$ cat config.mk
export PLATFORM = sky130hd
export DESIGN_NAME = sub_4bit_flat
export DESIGN_NICKNAME = d
export VERILOG_FILES = /design/src/rtl/sub_4bit_if.sv /design/src/rtl/sub_4bit.sv /design/src/flat_wrapper.sv
export SDC_FILE = /design/constraint.sdc
export NUM_CORES = 1
export LEC_CHECK = 0
export CORE_AREA = 2 2 39 41
export DETAILED_ROUTE_END_ITERATION = 10
export DIE_AREA = 0 0 41 43
export GPL_TIMING_DRIVEN = 0
export PLACE_DENSITY_LB_ADDON = 0.2
export SYNTH_ARGS = -nofsm -noshare
export SYNTH_HDL_FRONTEND = slang
export SYNTH_SLANG_ARGS = --single-unit
$ cat constraint.sdc
create_clock -name clk -period 1.9 [get_ports clk]
set_input_delay 0.19 -clock clk [delete_from_list [all_inputs] [get_ports clk]]
set_output_delay 0.19 -clock clk [all_outputs]
set_load 0.02 [all_outputs]
$ cat src/rtl/sub_4bit_if.sv
// Operand/result bundle for the registered subtractor.
// The master side drives the operands; the slave side (the subtractor) returns results.
interface sub_4bit_if #(
  parameter int WIDTH = 4
);
  logic             in_valid;
  logic [WIDTH-1:0] a;
  logic [WIDTH-1:0] b;
  logic             cin;
  logic [WIDTH-1:0] sum;
  logic             cout;
  logic             overflow;
  logic             zero;
  logic             out_valid;

  modport master (
    output in_valid, a, b, cin,
    input  sum, cout, overflow, zero, out_valid
  );

  modport slave (
    input  in_valid, a, b, cin,
    output sum, cout, overflow, zero, out_valid
  );
endinterface

$ cat src/rtl/sub_4bit.sv
// Registered two's-complement subtractor: {cout,sum} = a + ~b + cin.
// cin=1 gives a-b (cout=1 means no borrow); cin=0 gives a-b-1 for borrow chaining.
// Also reports signed overflow and a zero result. One cycle of latency, no backpressure.
module sub_4bit #(
  parameter int WIDTH = 4
) (
  input  logic       clk,
  input  logic       rst,
  sub_4bit_if.slave  bus
);

  logic [WIDTH:0]   full_sum;
  logic [WIDTH-1:0] sum_d, sum_q;
  logic             cout_d, cout_q;
  logic             overflow_d, overflow_q;
  logic             zero_d, zero_q;
  logic             out_valid_d, out_valid_q;

  // Signed overflow of a - b: operand signs differ and the result sign departs from the minuend.
  function automatic logic sub_overflow(input logic [WIDTH-1:0] op_a,
                                        input logic [WIDTH-1:0] op_b,
                                        input logic [WIDTH-1:0] res);
    return (op_a[WIDTH-1] != op_b[WIDTH-1]) && (res[WIDTH-1] != op_a[WIDTH-1]);
  endfunction

  // Next result: computed when an operation is accepted, otherwise the last result is held.
  always_comb begin
    full_sum    = {1'b0, bus.a} + {1'b0, ~bus.b} + {{WIDTH{1'b0}}, bus.cin};
    sum_d       = sum_q;
    cout_d      = cout_q;
    overflow_d  = overflow_q;
    zero_d      = zero_q;
    out_valid_d = 1'b0;
    if (bus.in_valid) begin
      sum_d       = full_sum[WIDTH-1:0];
      cout_d      = full_sum[WIDTH];
      overflow_d  = sub_overflow(bus.a, bus.b, full_sum[WIDTH-1:0]);
      zero_d      = (full_sum[WIDTH-1:0] == '0);
      out_valid_d = 1'b1;
    end
  end

  // Result register; reset clears everything and discards any in-flight operation.
  always_ff @(posedge clk) begin
    if (rst) begin
      sum_q       <= '0;
      cout_q      <= 1'b0;
      overflow_q  <= 1'b0;
      zero_q      <= 1'b0;
      out_valid_q <= 1'b0;
    end else begin
      sum_q       <= sum_d;
      cout_q      <= cout_d;
      overflow_q  <= overflow_d;
      zero_q      <= zero_d;
      out_valid_q <= out_valid_d;
    end
  end

  assign bus.sum       = sum_q;
  assign bus.cout      = cout_q;
  assign bus.overflow  = overflow_q;
  assign bus.zero      = zero_q;
  assign bus.out_valid = out_valid_q;

endmodule

$ cat src/flat_wrapper.sv
// flat-port wrapper written by rule: the top's interface ports become plain ports
module sub_4bit_flat 
#(
  parameter int WIDTH = 4
)
  (clk, rst, bus_in_valid, bus_a, bus_b, bus_cin, bus_sum, bus_cout, bus_overflow, bus_zero, bus_out_valid);
  sub_4bit_if #(.WIDTH(WIDTH)) bus_i ();
  input  logic clk;
  input  logic rst;
  input wire logic [$bits(bus_i.in_valid)-1:0] bus_in_valid;
  input wire logic [$bits(bus_i.a)-1:0] bus_a;
  input wire logic [$bits(bus_i.b)-1:0] bus_b;
  input wire logic [$bits(bus_i.cin)-1:0] bus_cin;
  output wire logic [$bits(bus_i.sum)-1:0] bus_sum;
  output wire logic [$bits(bus_i.cout)-1:0] bus_cout;
  output wire logic [$bits(bus_i.overflow)-1:0] bus_overflow;
  output wire logic [$bits(bus_i.zero)-1:0] bus_zero;
  output wire logic [$bits(bus_i.out_valid)-1:0] bus_out_valid;
  assign bus_i.in_valid = bus_in_valid;
  assign bus_i.a = bus_a;
  assign bus_i.b = bus_b;
  assign bus_i.cin = bus_cin;
  assign bus_sum = bus_i.sum;
  assign bus_cout = bus_i.cout;
  assign bus_overflow = bus_i.overflow;
  assign bus_zero = bus_i.zero;
  assign bus_out_valid = bus_i.out_valid;
  sub_4bit #(.WIDTH(WIDTH)) u_core (.clk(clk), .rst(rst), .bus(bus_i));
endmodule
==> metrics.txt <==
outcome complete, no violations; CP Data Required Time 2.04 ns; hold endpoint u_core.bus.cout; post-layout util 51.6%; Inserted Clock Buffers 3; reg2reg start u_core.bus.zero; Final Hold Viols 0; Max Cap Viol 0; global-route wire length before repair 1590 µm; Async SR Flop Fraction 0%; Clk pin slew, worst setup/hold paths 0.06 ns; initial core utilization 35.5%; # fillers 141; FF-to-FF End u_core.bus.zero; Detailed Routing Iterations Pass 1 3; Final Skew 0 ns; GR Util met3 3.14%; setup slack after layout 0.102 ns; Detail Route Antenna Nets 0; All-Layer GR Usage 13.4%; Post-Place Worst Slack -0.162 ns; root buffer cell clkbuf_4; crit-path cells clkdlybuf4s50_1, inv_1, fa_1, inv_1, fa_1, nand3b_1, o21ai_0, o211a_1; M1 GR Usage 18.1%; area delta synth->final 45.3%; post-synth cell types 25; count leader, synth inv_1; met2 global-route usage 18.4%; CORE AREA 1380 µm²; Synth Flop Type dfxtp_1; htree depth 1; Max-Slew Margin vs Limit 81.3%; area leader, netlist dfxtp_1; fin. max-slew vios 0; Max IR drop VDD 0.000252 V; worst-margin pin slew 0.277 ns; Synth Warn # 0; number of synthesized flops with an enable pin 0; clock buffer depth 2; hold depth 2; WL final 908 µm; Hold WC Path Type primary input to register; antenna diode count 0; cell count after synthesis 53; clock sinks 8; number of global-route vias before repair 388; CTS tree done; WS Path Type primary input to register; width of the chip 41 µm; share of layout cells above drive strength 1 8.11%; area share of the largest cell type after synthesis 32.6%; R2R depth 3; min Tclk post-route 1.80 ns; Period Utilization, post-route 94.6%; worst hold slack 0.178 ns; RSZ-0062 raised after global routing no; DPL Wire Length 760 µm; Die Y 43 µm; post-synthesis register bit count 8; Worst EP arrival 1.94 ns; Syn Area/Cell 9.28 µm²; # hold bufs at CTS 0; CP Launch Point bus_b[0]; initial antenna violation count 0; count of final setup violators 0; nets 93; slowest stage cell, crit path clkdlybuf4s50_1; Finished Cell Area 714 µm²; r2r setup slk 1.10 ns; post-cts resize count 0; post-placement cell area 692 µm²; # rows 14; GP Congestion 0.696; Pleak 0.310 nW; pwr dens 648 nW/µm²; clock latency on the worst-skew pair 0.25 ns; WL/cell 10.1 µm; Critical Path Start Type primary input; Commonest cells post-synth inv_1 (9), dfxtp_1 (8), o21ai_0 (5), nor2_1 (4), ha_1 (3); grt ovf 0; Seq/Total Area, Yosys 32.6%; Iter 0 DRT Violations 3; vias per cell 4.74; Critical Path End Type register; Port Buffer Count 18; largest net degree at the start of global routing 11; vias post-DR 427; total power 0.463 mW; # Post-CTS Setup Buffers 0; die area 1760 µm²; main area contributors after synthesis dfxtp_1 (33%), fa_1 (8.1%), ha_1 (7.6%); highest clock rate 556 MHz; num ports 20; most used routing layer in global routing met2; Cell Area, Synth 492 µm²; min-delay src rst; Syn Nets 70; slowest stage delay, CP 0.45 ns; worst-path maximum fanout 3; DRC 0
[per-stage QoR]
step | instances | setup TNS, ns
after detailed placement | 87 | -0.271
after global routing | 90 | 0
after global placement | 87 | -0.255
after CTS | 90 | 0
final | 90 | 0
after floorplan | 53 | 0
[flip-flops by register name, summed over array words and instances (netlist names)]
signal / cells
u_core.bus.overflow: 1
u_core.bus.out_valid: 1
u_core.bus.zero: 1
u_core.bus.cout: 1
u_core.bus.sum: 4
[how the worst max path moves through the flow]
| stage | end | slack [ns] | depth (start not counted) |
|---|---|---|---|
| 2_1_floorplan | u_core.bus.zero | 0.39 | 7 |
| 3_3_place_gp | u_core.bus.zero | -0.16 | 8 |
| 6_report | u_core.bus.zero | 0.10 | 8 |
| 5_1_grt | u_core.bus.zero | 0.0003 | 8 |
| 3_5_place_dp | u_core.bus.zero | -0.16 | 8 |
| 4_1_cts | u_core.bus.zero | 0.10 | 8 |
[where the power goes]
group	leakage (nW)	switching [mW]	internal [mW]
combinational	0.230	0.0683	0.0785
clock	0.0138	0.0569	0.0722
sequential	0.0660	0.00585	0.181
total	0.310	0.131	0.332
[area by class of cell]
| class | count | area, µm² | area share, % |
|---|---|---|---|
| Multi-Input combinational cell | 34 | 283 | 39.6 |
| Sequential cell | 8 | 160 | 22.4 |
| Tap cell | 16 | 20.0 | 2.80 |
| Buffer | 2 | 15.0 | 2.10 |
| Clock buffer | 3 | 22.5 | 3.15 |
| Timing Repair Buffer | 18 | 180 | 25.2 |
| Inverter | 9 | 33.8 | 4.73 |
[metal layers]
| metal | part of all wire, % | wire, µm | up-vias |
|---|---|---|---|
| met4 | 1.5 | 14 | 0 |
| met3 | 4.0 | 36 | 2 |
| met2 | 47 | 427 | 11 |
| met1 | 47 | 430 | 184 |
| met5 | 0 | 0 | - |
| li1 | - | - | 230 |
[worst max-delay path, delay by kind of cell]
family	cells	cell delay (ns)
AOI/OAI and AO/OA	2	0.20
and+or+nand+nor	1	0.10
buffers and inverters	3	0.59
adders and majority gates	2	0.86
[cells in the final DEF, fill, tap and decap left out, drive strengths merged, types with 2 or more instances in the layout]
cell,synthesis,routed
clkdlybuf4s50,0,18
fa,2,2
o21ai,5,5
clkbuf,0,3
inv,9,9
nor2,4,4
dfxtp,8,8
ha,3,3
mux2i,2,2
a211oi,2,2
a21oi,2,2
buf,2,2
[kinds of logic after synthesis]
| kind of cell | synth area share (%) |
|---|---|
| xor gates and xnor gates | 1.78 |
| DFF | 32.6 |
| muxes | 4.07 |
| and+or+nand+nor | 15.5 |
| AOI/OAI and AO/OA | 20.4 |
| adders and majority gates | 15.8 |
| buffers and inverters | 9.92 |
No activity file was read; power rests on OpenSTA's default activity.
